--- src/rtl/rv32i_pkg.sv ---
// rv32i_pkg: shared fetch-stage types and helpers.
// XLEN, default reset PC, fetch_entry_t {pc, iw}, PC alignment.
package rv32i_pkg;

  localparam int XLEN = 32;
  localparam logic [XLEN-1:0] RESET_PC_DEF = 32'h0000_0000;

  typedef struct packed {
    logic [XLEN-1:0] pc;
    logic [XLEN-1:0] iw;
  } fetch_entry_t;

  function automatic logic [XLEN-1:0] align_pc(
    input logic [XLEN-1:0] a
  );
    return a & 32'hFFFF_FFFC;
  endfunction

endpackage

--- src/rtl/rv32i_fetch_unit_if.sv ---
// rv32i_fetch_unit_if: memory request/response and ID handshake bundle.
// master = fetch unit (mem_req/addr, id_valid/iw/pc out), slave = env.
interface rv32i_fetch_unit_if;
  import rv32i_pkg::*;

  logic            mem_req;
  logic [29:0]     mem_addr;
  logic            mem_gnt;
  logic            mem_rvalid;
  logic [XLEN-1:0] mem_rdata;
  logic            id_valid;
  logic            id_ready;
  logic [XLEN-1:0] id_iw;
  logic [XLEN-1:0] id_pc;

  modport master (
    output mem_req, mem_addr,
    input  mem_gnt, mem_rvalid, mem_rdata,
    output id_valid, id_iw, id_pc,
    input  id_ready
  );

  modport slave (
    input  mem_req, mem_addr,
    output mem_gnt, mem_rvalid, mem_rdata,
    input  id_valid, id_iw, id_pc,
    output id_ready
  );

endinterface

--- src/rtl/rv32i_sync_fifo.sv ---
// rv32i_sync_fifo: synchronous FIFO, sync active-high reset, clear.
// Ports: i_push/i_pop/i_clear, i_wdata, o_rdata (head), o_count/full/empty.
module rv32i_sync_fifo #(
  parameter int WIDTH = 32,
  parameter int DEPTH = 4,
  localparam int AW = $clog2(DEPTH),
  localparam int CW = $clog2(DEPTH + 1)
) (
  input  logic             clk,
  input  logic             reset,
  input  logic             i_push,
  input  logic             i_pop,
  input  logic             i_clear,
  input  logic [WIDTH-1:0] i_wdata,
  output logic [WIDTH-1:0] o_rdata,
  output logic [CW-1:0]    o_count,
  output logic             o_full,
  output logic             o_empty
);

  logic [WIDTH-1:0] r_mem [DEPTH];
  logic [AW-1:0]    r_wp;
  logic [AW-1:0]    r_rp;
  logic [CW-1:0]    r_cnt;
  logic             w_push;
  logic             w_pop;

  assign w_push  = i_push && !o_full;
  assign w_pop   = i_pop && !o_empty;
  assign o_rdata = r_mem[r_rp];
  assign o_count = r_cnt;
  assign o_full  = (r_cnt == CW'(DEPTH));
  assign o_empty = (r_cnt == '0);

  always_ff @(posedge clk) begin
    if (w_push) r_mem[r_wp] <= i_wdata;
  end

  always_ff @(posedge clk) begin
    if (reset || i_clear) begin
      r_wp  <= '0;
      r_rp  <= '0;
      r_cnt <= '0;
    end else begin
      if (w_push) r_wp <= r_wp + 1'b1;
      if (w_pop)  r_rp <= r_rp + 1'b1;
      r_cnt <= r_cnt + CW'(w_push) - CW'(w_pop);
    end
  end

endmodule

--- src/rtl/rv32i_fetch_unit.sv ---
// rv32i_fetch_unit: RV32I fetch stage, DEPTH requests in flight, redirect.
// Ports: clk, reset, bus (master: mem req/rsp, ID handshake), redirect_*.
module rv32i_fetch_unit
  import rv32i_pkg::*;
#(
  parameter logic [31:0] RESET_PC = RESET_PC_DEF,
  parameter int          DEPTH    = 4
) (
  input  logic                clk,
  input  logic                reset,
  rv32i_fetch_unit_if.master  bus,
  input  logic                redirect_valid,
  input  logic [31:0]         redirect_pc
);

  localparam int CW = $clog2(DEPTH + 1);

  logic [31:0]  r_pc;
  logic [CW-1:0] r_out;
  logic [CW-1:0] r_drop;

  logic [CW-1:0] w_ifq_cnt;
  logic [CW-1:0] w_pcq_cnt;
  logic          w_ifq_full;
  logic          w_ifq_empty;
  logic          w_pcq_full;
  logic          w_pcq_empty;
  fetch_entry_t  w_ifq_wdata;
  fetch_entry_t  w_ifq_rdata;
  logic [31:0]   w_pcq_head;
  logic [CW:0]   w_used;
  logic          w_req;
  logic          w_gnt;
  logic          w_rsp;
  logic          w_keep;
  logic          w_pop;

  // Buffered words plus in-flight requests never exceed DEPTH,
  // so a returning word always has a FIFO slot.
  assign w_used = {1'b0, w_ifq_cnt} + {1'b0, r_out};
  assign w_req  = !reset && !redirect_valid
                  && (w_used < (CW+1)'(DEPTH));
  assign w_gnt  = w_req && bus.mem_gnt;
  assign w_rsp  = bus.mem_rvalid;
  assign w_keep = w_rsp && (r_drop == '0) && !redirect_valid;
  assign w_pop  = !w_ifq_empty && bus.id_ready;

  assign w_ifq_wdata.pc = w_pcq_head;
  assign w_ifq_wdata.iw = bus.mem_rdata;

  assign bus.mem_req  = w_req;
  assign bus.mem_addr = r_pc[31:2];
  assign bus.id_valid = !w_ifq_empty;
  assign bus.id_iw    = w_ifq_empty ? '0 : w_ifq_rdata.iw;
  assign bus.id_pc    = w_ifq_empty ? '0 : w_ifq_rdata.pc;

  rv32i_sync_fifo #(
    .WIDTH ($bits(fetch_entry_t)),
    .DEPTH (DEPTH)
  ) u_ifq (
    .clk     (clk),
    .reset   (reset),
    .i_push  (w_keep),
    .i_pop   (w_pop),
    .i_clear (redirect_valid),
    .i_wdata (w_ifq_wdata),
    .o_rdata (w_ifq_rdata),
    .o_count (w_ifq_cnt),
    .o_full  (w_ifq_full),
    .o_empty (w_ifq_empty)
  );

  // PCs of granted requests; dropped responses still pop their entry.
  rv32i_sync_fifo #(
    .WIDTH (32),
    .DEPTH (DEPTH)
  ) u_pcq (
    .clk     (clk),
    .reset   (reset),
    .i_push  (w_gnt),
    .i_pop   (w_rsp),
    .i_clear (1'b0),
    .i_wdata (r_pc),
    .o_rdata (w_pcq_head),
    .o_count (w_pcq_cnt),
    .o_full  (w_pcq_full),
    .o_empty (w_pcq_empty)
  );

  always_ff @(posedge clk) begin
    if (reset) begin
      r_pc   <= RESET_PC;
      r_out  <= '0;
      r_drop <= '0;
    end else begin
      r_out <= r_out + CW'(w_gnt) - CW'(w_rsp);
      if (redirect_valid) begin
        r_pc   <= align_pc(redirect_pc);
        // a response landing this cycle is already discarded
        r_drop <= r_out - CW'(w_rsp);
      end else begin
        if (w_gnt) r_pc <= r_pc + 32'd4;
        if (w_rsp && (r_drop != '0)) r_drop <= r_drop - 1'b1;
      end
    end
  end

  a_rsp_legal: assert property (@(posedge clk) disable iff (reset)
    w_rsp |-> (r_out != '0) && !w_pcq_empty);
  a_ifq_room: assert property (@(posedge clk) disable iff (reset)
    !(w_keep && w_ifq_full));
  a_pcq_room: assert property (@(posedge clk) disable iff (reset)
    !(w_gnt && w_pcq_full));
  a_pcq_sync: assert property (@(posedge clk) disable iff (reset)
    w_pcq_cnt == r_out);

endmodule

--- src/flat_wrapper.sv ---
// flat-port wrapper written by rule: the top's interface ports become plain ports
module rv32i_fetch_unit_flat import rv32i_pkg::*;
#(
  parameter logic [31:0] RESET_PC = RESET_PC_DEF,
  parameter int          DEPTH    = 4
)
  (clk, reset, redirect_valid, redirect_pc, bus_mem_req, bus_mem_addr, bus_mem_gnt, bus_mem_rvalid, bus_mem_rdata, bus_id_valid, bus_id_iw, bus_id_pc, bus_id_ready);
  rv32i_fetch_unit_if bus_i ();
  input  logic clk;
  input  logic reset;
  input  logic redirect_valid;
  input  logic [31:0] redirect_pc;
  output wire logic [$bits(bus_i.mem_req)-1:0] bus_mem_req;
  output wire logic [$bits(bus_i.mem_addr)-1:0] bus_mem_addr;
  input wire logic [$bits(bus_i.mem_gnt)-1:0] bus_mem_gnt;
  input wire logic [$bits(bus_i.mem_rvalid)-1:0] bus_mem_rvalid;
  input wire logic [$bits(bus_i.mem_rdata)-1:0] bus_mem_rdata;
  output wire logic [$bits(bus_i.id_valid)-1:0] bus_id_valid;
  output wire logic [$bits(bus_i.id_iw)-1:0] bus_id_iw;
  output wire logic [$bits(bus_i.id_pc)-1:0] bus_id_pc;
  input wire logic [$bits(bus_i.id_ready)-1:0] bus_id_ready;
  assign bus_mem_req = bus_i.mem_req;
  assign bus_mem_addr = bus_i.mem_addr;
  assign bus_i.mem_gnt = bus_mem_gnt;
  assign bus_i.mem_rvalid = bus_mem_rvalid;
  assign bus_i.mem_rdata = bus_mem_rdata;
  assign bus_id_valid = bus_i.id_valid;
  assign bus_id_iw = bus_i.id_iw;
  assign bus_id_pc = bus_i.id_pc;
  assign bus_i.id_ready = bus_id_ready;
  rv32i_fetch_unit #(.RESET_PC(RESET_PC), .DEPTH(DEPTH)) u_core (.clk(clk), .reset(reset), .bus(bus_i), .redirect_valid(redirect_valid), .redirect_pc(redirect_pc));
endmodule
--- config.mk ---
export PLATFORM = sky130hd
export DESIGN_NAME = rv32i_fetch_unit_flat
export DESIGN_NICKNAME = d
export VERILOG_FILES = /design/src/rtl/rv32i_pkg.sv /design/src/rtl/rv32i_fetch_unit_if.sv /design/src/rtl/rv32i_sync_fifo.sv /design/src/rtl/rv32i_fetch_unit.sv /design/src/flat_wrapper.sv
export SDC_FILE = /design/constraint.sdc
export NUM_CORES = 1
export LEC_CHECK = 0
export BUFFER_PORTS_ARGS = -buffer_cell sky130_fd_sc_hd__buf_2
export CELL_PAD_IN_SITES_DETAIL_PLACEMENT = 1
export CELL_PAD_IN_SITES_GLOBAL_PLACEMENT = 1
export CORE_MARGIN = 5
export CORE_UTILIZATION = 51
export CTS_CLUSTER_SIZE = 24
export DETAILED_ROUTE_END_ITERATION = 10
export GPL_ROUTABILITY_DRIVEN = 0
export PLACE_DENSITY = 0.76
export RECOVER_POWER = 100
export SLEW_MARGIN = 0
export SYNTH_ARGS = -nofsm -noshare
export SYNTH_HDL_FRONTEND = slang
export SYNTH_SLANG_ARGS = --single-unit
--- constraint.sdc ---
create_clock -name clk -period 8.05 [get_ports clk]
set_input_delay 1.61 -clock clk [delete_from_list [all_inputs] [get_ports clk]]
set_output_delay 1.61 -clock clk [all_outputs]
set_load 0.005 [all_outputs]
Yosys cells after proc, flatten, opt, wreduce, memory -nomap -nowiden
Memories as Yosys holds them, arrays and structs flattened. A register that Yosys moved wholly into a read port is not among the register bits.
Index checks and enable logic that the tools add are counted.
- bits in registers: 52
- bits in latches: 0
- bits in writable memories: 384
- memories kept: 2
- ROM bits: 0
- divide/modulo/power cells: 0
- shift-type cells: 0
- bitwise logic cells: 0
- order comparisons: 1
- mux-type cells: 14
- reductions and logical operators: 25
- multiply operators: 0
- $add $sub $neg: 14
- equal/unequal tests: 2
- memory list (memory ; words ; width ; read ports ; clocked after Yosys merged registers in ; wr ports ; RTL line ; source):
    u_core.u_ifq.r_mem ; 4 ; 64 ; 1 ; 1 ; 1 ; rv32i_sync_fifo.sv:21 ; logic [WIDTH-1:0] r_mem [DEPTH];
    u_core.u_pcq.r_mem ; 4 ; 32 ; 1 ; 1 ; 1 ; rv32i_sync_fifo.sv:21 ;
- operator list (kind ; count):
    $mux W32 ; 4
    $add A32 B3 Y32 const B ; 1
    $sub A3 B1 Y3 ; 4
    $logic_and A1 B1 Y1 ; 11
    $add A3 B1 Y3 ; 3
    $logic_not A3 Y1 ; 3
    $add A2 B1 Y2 const B ; 4
    $mux W2 ; 4
    $eq A3 B3 Y1 const B ; 2
    $logic_not A1 Y1 ; 6
    $mux W3 ; 2
    $add A3 B3 Y4 ; 1
    $lt A4 B3 Y1 const B ; 1
    $mux W1 ; 4
    $reduce_bool A2 Y1 ; 2
    $reduce_bool A3 Y1 ; 1
    $sub A3 B1 Y3 const B ; 1
    $reduce_or A2 Y1 ; 1
    $logic_or A1 B1 Y1 ; 1

Longest topological paths before layout
Gate-level depths: netlist of run 1.
- word-level depth: 7
- gate-level depth with buffers: 14
- gate-level depth less buffers: 13

Cells and area by module
A second synthesis of run 1 with hierarchy kept.
- cells, all modules: 956
- area, all modules: 17458.0 µm²
- by module, submodules not included (module ; seq. area each (µm²) ; area each (µm²) ; cells an instance ; times used):
    rv32i_sync_fifo at u_core.u_ifq ; 7867.5 ; 9724.3 ; 384 ; 1
    rv32i_sync_fifo at u_core.u_pcq ; 4023.9 ; 5089.9 ; 217 ; 1
    rv32i_fetch_unit ; 720.7 ; 2643.8 ; 355 ; 1

Least setup slack after synthesis of run 1
OpenSTA, ideal clock, no wires.
- path type: input to register
- from: input port reset
- to: register u_core.u_pcq.r_cnt[2] (netlist: u_core.u_pcq.o_count[2])
- data required time: 7922 ps
- path slack: 3912 ps
- data arrival time: 4011 ps
- stages on the path: 14
- cell sequence: buf_2 nor4b_4 nand2_2 clkbuf_1 a21oi_1 inv_1 ha_1 inv_1 ha_1 inv_1 fa_1 xor2_1 xnor2_1 nor2_1
- longest elaborated chain between the ends: 7
- ends and longest elaborated chain (item ; RTL line ; source):
    from (decl) ; flat_wrapper.sv:10 ; input logic reset;
    $logic_not A1 Y1 ; rv32i_fetch_unit.sv:41 ; assign w_req = !reset && !redirect_valid
    $logic_and A1 B1 Y1 ; rv32i_fetch_unit.sv:41 ;
    $logic_and A1 B1 Y1 ; rv32i_fetch_unit.sv:42 ; && (w_used < (CW+1)'(DEPTH));
    $logic_and A1 B1 Y1 ; rv32i_fetch_unit.sv:43 ; assign w_gnt = w_req && bus.mem_gnt;
    $logic_and A1 B1 Y1 ; rv32i_sync_fifo.sv:28 ; assign w_push = i_push && !o_full;
    $add A3 B1 Y3 ; rv32i_sync_fifo.sv:47 ; r_cnt <= r_cnt + CW'(w_push) - CW'(w_pop);
    $sub A3 B1 Y3 ; rv32i_sync_fifo.sv:47 ;
    to (signal assigned) ; rv32i_sync_fifo.sv:47 ;
    to (decl) ; rv32i_sync_fifo.sv:24 ; logic [CW-1:0] r_cnt;
Parallel ways exist; a longest one is shown, timed or not.
A chain may end at the register's enable or synchronous reset.

Worst setup path after layout of run 1
- from: input port redirect_valid
- to: register u_core.r_pc[21]
- longest elaborated chain between the ends: 5
- elaborated cells on any way between the ends: 6
- classes of those cells: mux: 1; reduce/logical: 5
- ends and longest elaborated chain (item ; RTL line ; source):
    from (decl) ; flat_wrapper.sv:11 ; input logic redirect_valid;
    $logic_not A1 Y1 ; rv32i_fetch_unit.sv:41 ;
    $logic_and A1 B1 Y1 ; rv32i_fetch_unit.sv:41 ;
    $logic_and A1 B1 Y1 ; rv32i_fetch_unit.sv:42 ;
    $logic_and A1 B1 Y1 ; rv32i_fetch_unit.sv:43 ;
    $reduce_bool A2 Y1 (no source line) ; - ;
    to (signal assigned) ; rv32i_fetch_unit.sv:98 ; r_pc <= align_pc(redirect_pc);
    to (signal assigned) ; rv32i_fetch_unit.sv:102 ; if (w_gnt) r_pc <= r_pc + 32'd4;
    to (decl) ; rv32i_fetch_unit.sv:18 ; logic [31:0] r_pc;
Parallel ways exist; a longest one is shown, timed or not.

==> results of run 1 <==
[worst min-delay path, delay by kind of cell (launching register included)]
kind             cells  cell delay (ns)
XOR/XNOR             1             0.07
flip-flops           1             0.32
AND/OR/NAND/NOR      1             0.10
[power breakdown]
part	switching, W	leakage, nW	internal (W)
sequential	0.0000760	3.79	0.00252
combinational	0.000289	1.89	0.000249
clock	0.000792	0.697	0.00120
total	0.00116	6.38	0.00397
[metrics by stage]
step | cell area (um2) | power (W) | utilization, %
after floorplan | 16860 | 0.003000 | -
after global placement | 18080 | 0.003168 | 55.42
after detailed placement | 18080 | 0.003200 | 55.42
after CTS | 19490 | 0.005195 | 59.76
after global routing | 19370 | 0.005342 | 59.39
final | 19370 | 0.005127 | 59.39
[area by class of cell]
cell class / count / share of cell area, %
repair buffers: 170 / 3.914
clock inverters: 15 / 0.9301
clock buffers: 61 / 6.381
multi-input cells: 435 / 22.64
well taps: 442 / 2.855
flip-flops and latches: 422 / 62.66
inverters: 32 / 0.6200
[sequential cells by signal (all words and copies together), names as in the netlist, 3 cells and up, named ones only]
register	count
u_core.u_ifq.r_mem	248
u_core.u_pcq.r_mem	120
u_core.r_pc	30
u_core.r_drop	3
u_core.r_out	3
u_core.u_ifq.o_count	3
u_core.u_pcq.o_count	3
[path summary, 6_finish.rpt]
path	from	to	slack, ns	cells past startpoint
worst max register to register	u_core.u_ifq.o_count[1]	u_core.u_pcq.o_count[2]	4.27	13
worst min register to register	u_core.u_ifq.r_rp[1]	flop	0.52	2
worst max-delay path	redirect_valid	u_core.r_pc[21]	2.17	8
worst min-delay path	u_core.u_ifq.r_rp[1]	flop	0.52	2
[routing by layer]
metal	global-route usage, %	routed length, um	vias to the layer above
met5	0	0	-
met1	28.37	15840	4616
met3	3.671	2306	49
met2	33.35	17870	294
met4	4.779	701	0
li1	-	-	4006
[cells in the final DEF (no fill, tap or decap), types with 5 or more instances in the layout]
master	Yosys	final
o21ai_0	16	16
and2_1	74	28
nand3_1	14	14
nor3_1	8	8
xnor2_1	16	16
buf_2	9	81
mux2i_1	6	6
dfxtp_1	54	51
nand2_1	19	19
o31a_1	5	5
inv_1	31	31
nand2b_1	5	5
clkbuf_1	29	91
a31oi_1	9	9
a21oi_1	26	26
ha_1	21	21
a22oi_1	5	5
nor4_1	5	5
and2_2	0	6
edfxtp_1	368	368
clkbuf_16	0	45
nor2_1	43	43
mux4_2	92	92
and3_1	5	5
clkinv_2	0	8
and2_0	1	41
or3_1	5	5
nand4_1	10	10
clkbuf_8	2	5
[cells by family after synthesis]
family | count (synthesis) | share of synthesized area, %
other cells | 1 | 0.02224
xor+xnor | 20 | 1.039
simple gates | 210 | 7.176
mux | 100 | 12.78
fa+ha+maj | 24 | 1.915
compound gates | 79 | 3.020
buf+inv | 80 | 2.100
flops | 422 | 71.95
==> metrics.md, run 1 <==
| Metric | Value |
|---|---|
| First-pass GRT wire length | `between 50000 and 60000 um` |
| Critical Path RT | `8.49 ns` |
| Finished Layout Cells | `around 1600` |
| TritonCTS clock tree | `done` |
| Max-Cap Viols | `6` |
| Gr usage total | `between 20% and 30%` |
| CTS Buffer Depth | `3` |
| Initial antenna violation count | `0` |
| Post-DP HPWL | `~23000 um` |
| CP Launch Type | `input pin` |
| CTS Sinks | `about 420` |
| Nets | `~1200` |
| Vias | `roughly 9000` |
| Slowest-stage cell, CP | `clkbuf_1` |
| Cell count after placement | `about 1500` |
| Area Overhead vs Synth | `14.89%` |
| Cells after synthesis | `between 900 and 1000` |
| Slew @ Worst Pin | `approximately 2.6 ns` |
| CP top delay family | `buffers and inverters` |
| Status | `finished, violations left` |
| Worst Hold Class | `flop to flop` |
| # IOs | `166` |
| Ys Warns | `0` |
| Mean Syn Cell Area | `roughly 18 um2` |
| CP Capture Type | `flop` |
| Area of the multi-input gates | `~4400 um2` |
| Antenna Nets Post-Route | `0` |
| Initial Util | `between 50% and 60%` |
| Share of cells above drive strength 1 | `approximately a quarter` |
| Crit share post-route | `~73%` |
| Final wirelength | `36720 um` |
| Pre-CTS WS | `~2.9 ns` |
| CTS Buf Count | `43` |
| RSZ-0062 raised after global routing | `no` |
| Final setup fails | `0` |
| CTS root buf | `clkbuf_16` |
| Max stage delay on crit path | `approximately 1.7 ns` |
| Sequential area share after synthesis | `a little under three quarters` |
| Netlist cell types | `60` |
| Number of synthesized register bits | `approximately 420` |
| Slew Limit Fails | `around 330` |
| First DRT Iteration DRCs | `480` |
| Residual DRC | `0` |
| Critical Path Fanout Max | `approximately 50` |
| Postcts setup bufs | `0` |
| Leading area contributor after synthesis | `edfxtp_1` |
| Core area | `between 30000 and 40000 um2` |
| Relative slew slack | `-73.34%` |
| Grt total ovfl | `0` |
| Largest net degree at the start of global routing | `65` |
| First-pass iteration count of the detailed router | `6` |
| Clock Skew | `roughly 0.026 ns` |
| Failing checks | `capacitance limit, slew limit` |
| Clock transition at path regs | `0.06 ns` |
| Number of global-route vias before repair | `9712` |
| Setup TNS | `0 ns` |
| Kind of critical path | `input pin to flop` |
| Ys async rst share | `0%` |
| # diodes | `0` |
| Port bufs | `between 150 and 200` |
| Die width | `~190 um` |
| Post-CTS sizing | `0` |
| Top-count cell post-synth | `edfxtp_1` |
| Critical-path cell list | `buf_2 -> clkbuf_1 -> nor4b_4 -> nand2_2 -> clkinv_1 -> nor2_1 -> o21ai_0 -> a31oi_1` |
| Avg Vias per Cell | `roughly 5.7` |
| Synth area leaders | `edfxtp_1 (66%), mux4_2 (12%), dfxtp_1 (6.4%)` |
| Hold Worst Slack | `roughly 0.52 ns` |
| Arr. time, crit path | `~6.3 ns` |
| Cell area after synthesis | `approximately 17000 um2` |
| Worst path bufs/invs | `3` |
| Fmax | `approximately 170 MHz` |
| Die Y | `around 190 um` |
| WL per Instance | `between 20 and 25 um` |
| EDFF count, synth | `368` |
| Synth top cells by count | `edfxtp_1 (368), mux4_2 (92), and2_1 (74)` |
| VDD IR max | `0.1363 mV` |
| Htree depth | `2` |
| Final hold vios | `0` |
| Area share of the largest cell type after synthesis | `about two thirds` |
| Site Rows | `66` |
| Primary FF master, synth | `edfxtp_1` |
| Clk_lat worst skew | `0.53 ns` |
| Power per cell area | `about 260 nW/um2` |
| Min cycle time layout | `5.878 ns` |
| Register Area | `between 10000 and 15000 um2` |
| Layout fillers | `2970` |
| Final worst slack | `between 2 and 2.5 ns` |
| Lkg Pwr | `around 6.4 nW` |
| Die area | `36800 um2` |
| Hold_buf cts | `0` |
Note: power is estimated with default switching activity, not from simulation.
==> inputs of run 2 (changes only) <==
CORE_UTILIZATION = 50   (was 51)
PLACE_DENSITY = 0.75   (was 0.76)
clock period = 5.8 ns   (was 8.05 ns; I/O delays follow)
==> run 2 against run 1 <==
Against the previous run: the flow still finishes with violations (capacitance limit, slew limit); first-iteration DRC count fell by 1.7%; sequential power is 39% higher; clock power up 29%; via count rose by 0.98%; critical endpoint is now bus_mem_req; count of clock-buffer cells in the layout down 7; utilization down 1.6 points; non-clock buffer count rose by 11; flip-flop and latch count is the same.
==> metrics.md, run 2 (synthesis results as in run 1) <==
| Metric | Value |
|---|---|
| Status | `finished, violations left` |
| Failing checks | `capacitance limit, slew limit` |
| Layout fillers | `3093 (+4.1%)` |
| Crit share post-route | `around four fifths` |
| Largest net degree at the start of global routing | `65 (unchanged)` |
| Antenna Nets Post-Route | `0 (unchanged)` |
| Clock Skew | `0.02362 ns (-0.001958 ns)` |
| Critical Path RT | `4.64 ns (-3.85 ns)` |
| Slew @ Worst Pin | `2.621 ns (+0.02130 ns)` |
| VDD IR max | `0.1893 mV (+39%)` |
| Kind of critical path | `input pin to output pin` |
| Critical Path Fanout Max | `50 (-2.0%)` |
| Gr usage total | `19.89% (-0.31 points)` |
| CTS Buffer Depth | `3 (unchanged)` |
| CP Capture Type | `output pin` |
| Met1 usage in global routing | `27.92% (-0.45 points)` |
| Worst Hold Class | `flop to flop` |
| Commonest non-fill, non-tap cell in the layout | `edfxtp_1` |
| Hold path start | `u_core.u_pcq.r_rp[1]` |
| First-pass GRT wire length | `58940 um (+3.1%)` |
| Biggest regs | `u_core.u_ifq.r_mem (248), u_core.u_pcq.r_mem (120), u_core.r_pc (30)` |
| Post-DP HPWL | `23540 um (+4.6%)` |
| Site Rows | `67 (+1.5%)` |
| WL per Instance | `23.35 um (+0.29%)` |
| Power per cell area | `359.0 nW/um2 (+36%)` |
| Hold_buf cts | `0 (unchanged)` |
| Arr. time, crit path | `3.55 ns (-2.77 ns)` |
| GRT busiest layer | `met2` |
| Max-Cap Viols | `8 (+2)` |
| Clock transition at path regs | `0.06 ns (about the same)` |
| Met2 GRT Util | `33.01% (-0.34 points)` |
| Critical register-to-register path startpoint | `u_core.u_ifq.o_count[1]` |
| # diodes | `0 (unchanged)` |
| CTS root buf | `clkbuf_16` |
| Grt total ovfl | `0 (unchanged)` |
| Max stage delay on crit path | `1.65 ns (-0.04 ns)` |
| Core area | `33450 um2 (+2.5%)` |
| Switching Share | `22.96% (+0.38 points)` |
| Avg Vias per Cell | `5.683 (about the same)` |
| TritonCTS clock tree | `done` |
| Util after Layout | `57.78% (-1.6 points)` |
| Fmax | `around 210 MHz` |
| Max reg flops | `248 (unchanged)` |
| Register Area | `12140 um2 (about the same)` |
| Share of cells above drive strength 1 | `23.76% (+0.32 points)` |
| CTS Sinks | `422 (unchanged)` |
| RSZ-0062 raised after global routing | `no` |
| Vias | `9053 (+0.98%)` |
| Initial antenna violation count | `0 (unchanged)` |
| Min cycle time layout | `between 4 and 5 ns` |
| Setup TNS | `0 ns (unchanged)` |
| Hold Path Depth | `2 (unchanged)` |
| Residual DRC | `0 (unchanged)` |
| Htree depth | `2 (unchanged)` |
| Area Overhead vs Synth | `14.61%` |
| Critical-path cell list | `buf_2 -> clkbuf_1 -> or2_2 -> nor3b_1 -> clkbuf_1` |
| FF-to-FF path depth | `6 (-7)` |
| Slowest-stage cell, CP | `clkbuf_1` |
| Slew Limit Fails | `298 (-9.4%)` |
| CP Launch Type | `input pin` |
| Final setup fails | `0 (unchanged)` |
| Most common cell on crit path | `clkbuf_1` |
| Seq pwr share | `52.1% (+1.4 points)` |
| Post-CTS sizing | `0 (unchanged)` |
| Number of global-route vias before repair | `9864 (+1.6%)` |
| Net Switching | `0.001593 W (+38%)` |
| Die area | `37490 um2 (+1.9%)` |
| Relative slew slack | `-74.76% (-1.4 points)` |
| Final hold vios | `0 (unchanged)` |
| Comb power frac | `10.8% (+0.3 points)` |
| Lkg Pwr | `6.381 nW (about the same)` |
| Top reg by flops | `u_core.u_ifq.r_mem` |
| Commonest cells after routing, fill and taps aside | `edfxtp_1 (368), buf_2 (95), mux4_2 (92), clkbuf_1 (86), and2_0 (54)` |
| Clock group share of total power | `37.1% (-1.7 points)` |
| Cell-internal power | `0.005345 W (+35%)` |
| Area of the multi-input gates | `4378 um2 (-0.20%)` |
| Port bufs | `161 (unchanged)` |
| Clk_lat worst skew | `0.53 ns (about the same)` |
| First DRT Iteration DRCs | `472 (-1.7%)` |
| Die Y | `193.6 um (+0.94%)` |
| Met3 Track Usage GR | `3.597% (-0.075 points)` |
| Final wirelength | `37200 um (+1.3%)` |
| End of the worst register-to-register path | `u_core.u_pcq.r_mem[3][12]` |
| Nets | `1209 (+0.92%)` |
| Postcts setup bufs | `0 (unchanged)` |
| Worst R2R Setup Slack | `1.52 ns (-2.75 ns)` |
| # IOs | `166 (unchanged)` |
| Initial Util | `50.41% (-1.3 points)` |
| Die width | `193.6 um (+0.94%)` |
| CTS Buf Count | `43 (unchanged)` |
| First-pass iteration count of the detailed router | `4 (-2)` |
==> run 2: routing by layer <==
| metal | part of all wire (%) | up-vias |
|---|---|---|
| li1 | - | 4022 |
| met1 | 44 | 4728 |
| met2 | 49 | 255 |
| met3 | 5.1 | 48 |
| met4 | 2.0 | 0 |
| met5 | 0 | - |
==> run 2: critical path, delay by kind of cell <==
kind / cells / cell delay [ns]
buf+inv: 3 / 1.89
simple gates: 2 / 0.50
==> run 2: worst max-delay path by stage <==
stage / cells after the start / end / slack [ns] / from
final: 5 / bus_mem_req / 1.09 / redirect_valid
after global routing: 5 / bus_mem_req / 0.88 / redirect_valid
after CTS: 4 / bus_id_iw[22] / 1.81 / flop
after detailed placement: 5 / u_core.u_ifq.r_mem[1][46] / 1.66 / redirect_valid
after global placement: 5 / u_core.u_ifq.r_mem[1][50] / 1.73 / redirect_valid
after floorplan: 14 / u_core.u_pcq.o_count[2] / 2.11 / reset
==> run 2: power groups by stage <==
| stage | clock [W] | combinational (W) | sequential [W] |
|---|---|---|---|
| floorplan | 0 | 0.000540 | 0.00362 |
| global placement | 0 | 0.000738 | 0.00367 |
| detailed placement | 0 | 0.000775 | 0.00368 |
| CTS | 0.00263 | 0.000777 | 0.00361 |
| global route | 0.00279 | 0.000837 | 0.00363 |
| finish | 0.00257 | 0.000752 | 0.00361 |
==> run 2: area by class of cell <==
type	count	share of cell area, %
clock inverters	21	0.8935
flip-flops and latches	422	62.82
well taps	448	2.901
multi-input cells	435	22.65
clock buffers	54	5.782
repair buffers	181	4.331
inverters	32	0.6216
==> run 2: metrics by stage <==
stage | power [W] | hold WS, ns | cells | setup slack, ns | cell area [um2]
final | 0.006938 | 0.5447 | 1593 | 1.092 | 19320
after global routing | 0.007251 | 0.5824 | 1593 | 0.8844 | 19320
after CTS | 0.007019 | 0.5499 | 1593 | 1.808 | 19450
after detailed placement | 0.004452 | 0.5372 | 1518 | 1.659 | 18160
after global placement | 0.004403 | 0.5003 | 1518 | 1.728 | 18160
after floorplan | 0.004163 | 0.4847 | 937 | 2.112 | 16860
==> inputs of run 3 (changes only) <==
CORE_UTILIZATION = 46   (was 50)
PLACE_DENSITY = 0.72   (was 0.75)
clock period = 4 ns   (was 5.8 ns; I/O delays follow)
==> run 3 against run 2 <==
Against the previous run: largest power group unchanged; the flow now finishes without violations; register-to-register slack worse by 1.0 ns; final area up 1.6%; critical path depth down 1; utilization down 3.9 points; worst hold slack worse by 0.043 ns.
==> metrics.md, run 3 (synthesis results as in run 1) <==
| Metric | Value |
|---|---|
| CTS root buf | `clkbuf_16` |
| Number of global-route vias before repair | `9566 (-3.0%)` |
| # diodes | `0 (unchanged)` |
| Kind of critical path | `flop to output pin` |
| Critical Path Fanout Max | `63 (+26%)` |
| Critical Path RT | `3.20 ns (-1.44 ns)` |
| Post-DP HPWL | `23450 um (-0.38%)` |
| Die Y | `201.5 um (+4.0%)` |
| Vias | `8837 (-2.4%)` |
| Nets | `1217 (+0.66%)` |
| Grt total ovfl | `0 (unchanged)` |
| CP Launch Type | `flop` |
| First DRT Iteration DRCs | `494 (+4.7%)` |
| GRT busiest layer | `met2` |
| Port bufs | `161 (unchanged)` |
| Top reg by flops | `u_core.u_ifq.r_mem` |
| Residual DRC | `0 (unchanged)` |
| CTS Buffer Depth | `3 (unchanged)` |
| WL per Instance | `22.37 um (-4.2%)` |
| RSZ-0062 raised after global routing | `no` |
| Commonest cells after routing, fill and taps aside | `edfxtp_1 (368), mux4_2 (92), buf_2 (90), clkbuf_1 (78), dfxtp_1 (51)` |
| Slew Limit Fails | `0 (-100%)` |
| Fmax | `~290 MHz` |
| Final hold vios | `0 (unchanged)` |
| CTS Buf Count | `44 (+2.3%)` |
| Layout fillers | `3449 (+12%)` |
| Die area | `40580 um2 (+8.2%)` |
| Gr usage total | `18.09% (-1.8 points)` |
| Die width | `201.5 um (+4.0%)` |
| Final wirelength | `36360 um (-2.3%)` |
| Power Total | `0.01035 W (+49%)` |
| Final setup fails | `0 (unchanged)` |
| Max-Cap Viols | `0 (-8)` |
| Met1 usage in global routing | `25.52% (-2.4 points)` |
| Hold Path Depth | `3 (+1)` |
| Biggest regs | `u_core.u_ifq.r_mem (248), u_core.u_pcq.r_mem (120), u_core.r_pc (30)` |
| Min cycle time layout | `~3.5 ns` |
| Area Overhead vs Synth | `16.40%` |
| Initial Util | `46.28% (-4.1 points)` |
| Htree depth | `2 (unchanged)` |
| Hold Worst Slack | `0.5015 ns (-0.04325 ns)` |
| Worst Hold Class | `input pin to flop` |
| First-pass iteration count of the detailed router | `5 (+1)` |
| CP Capture Type | `output pin` |
| CTS Sinks | `422 (unchanged)` |
| Slew @ Worst Pin | `1.352 ns (-1.270 ns)` |
| Util after Layout | `53.87% (-3.9 points)` |
| Antenna Nets Post-Route | `0 (unchanged)` |
| Clock transition at path regs | `0.06 ns (about the same)` |
| Avg Vias per Cell | `5.438 (-4.3%)` |
| Core area | `36430 um2 (+8.9%)` |
| Arr. time, crit path | `2.70 ns (-0.85 ns)` |
| # IOs | `166 (unchanged)` |
| Power per cell area | `527.2 nW/um2 (+47%)` |
| Share of cells above drive strength 1 | `24.89% (+1.1 points)` |
| Clock Skew | `0.01489 ns (-0.008733 ns)` |
| Relative slew slack | `9.880% (+85 points)` |
| Largest net degree at the start of global routing | `64 (-1.5%)` |
| Met3 Track Usage GR | `3.304% (-0.29 points)` |
| FF-to-FF path depth | `6 (unchanged)` |
| Clk_lat worst skew | `0.54 ns (about the same)` |
| Site Rows | `70 (+4.5%)` |
| TritonCTS clock tree | `done` |
| Lkg Pwr | `6.526 nW (+2.3%)` |
| Postcts setup bufs | `0 (unchanged)` |
| Post-CTS sizing | `0 (unchanged)` |
| Setup TNS | `0 ns (unchanged)` |
| Crit share post-route | `about 87%` |
| Hold_buf cts | `0 (unchanged)` |
| First-pass GRT wire length | `57550 um (-2.4%)` |
| VDD IR max | `0.2657 mV (+40%)` |
| Commonest non-fill, non-tap cell in the layout | `edfxtp_1` |
| Initial antenna violation count | `0 (unchanged)` |
| Max reg flops | `248 (unchanged)` |
| Met2 GRT Util | `29.93% (-3.1 points)` |
| Status | `finished, final reports clean` |
run 3: cell count changes in the layout (fill, tap and decap cells not counted), sizes merged:
cell	before	now
buf	105	104
clkbuf	130	138
clkinv	17	20
inv	32	34
run 3: final cells by class:
class	instances	area (um2)	area share, %
clock inverter	26	215.2	1.097
tap	468	585.6	2.984
sequential	422	12140	61.85
multi-input combinational	435	4364	22.24
inverter	32	120.1	0.6120
clock buffer	54	1231	6.273
timing repair buffer	188	972.2	4.953
run 3: report_power, final:
part / total (W) / switching [W] / internal (W)
logic: 0.00107 / 0.000562 / 0.000506
registers: 0.00526 / 0.000182 / 0.00508
clock network: 0.00402 / 0.00164 / 0.00238
total: 0.0103 / 0.00238 / 0.00797
run 3: worst paths after layout:
kind | start | to | slack [ns]
worst max-delay path | u_core.u_ifq.o_count[0] | bus_id_pc[26] | 0.50
worst min-delay path | redirect_pc[13] | u_core.r_pc[13] | 0.50
worst min register to register | u_core.u_pcq.r_rp[1] | u_core.u_pcq.r_rp[1] | 0.54
worst max register to register | u_core.r_drop[0] | u_core.u_ifq.r_mem[0][44] | 0.52
run 3: critical path, cell delays in order, from the launching register on:
cell      delay (ns)
dfxtp_1         0.34
or3_2           0.49
clkbuf_2        0.71
and2_0          0.43
buf_2           0.14
run 3: stage by stage:
stage,setup WS [ns],area (um2),instances
2_1_floorplan,0.6716,16860,937
3_3_place_gp,0.7346,18340,1545
3_5_place_dp,0.6978,18340,1545
4_1_cts,0.7952,19790,1625
5_1_grt,0.2672,19630,1625
6_report,0.5026,19630,1625
run 3: routing by layer:
| layer | up-vias | part of all wire [%] |
|---|---|---|
| met3 | 39 | 4.7 |
| met2 | 220 | 49 |
| met5 | - | 0 |
| met1 | 4532 | 45 |
| li1 | 4046 | - |
| met4 | 0 | 1.4 |
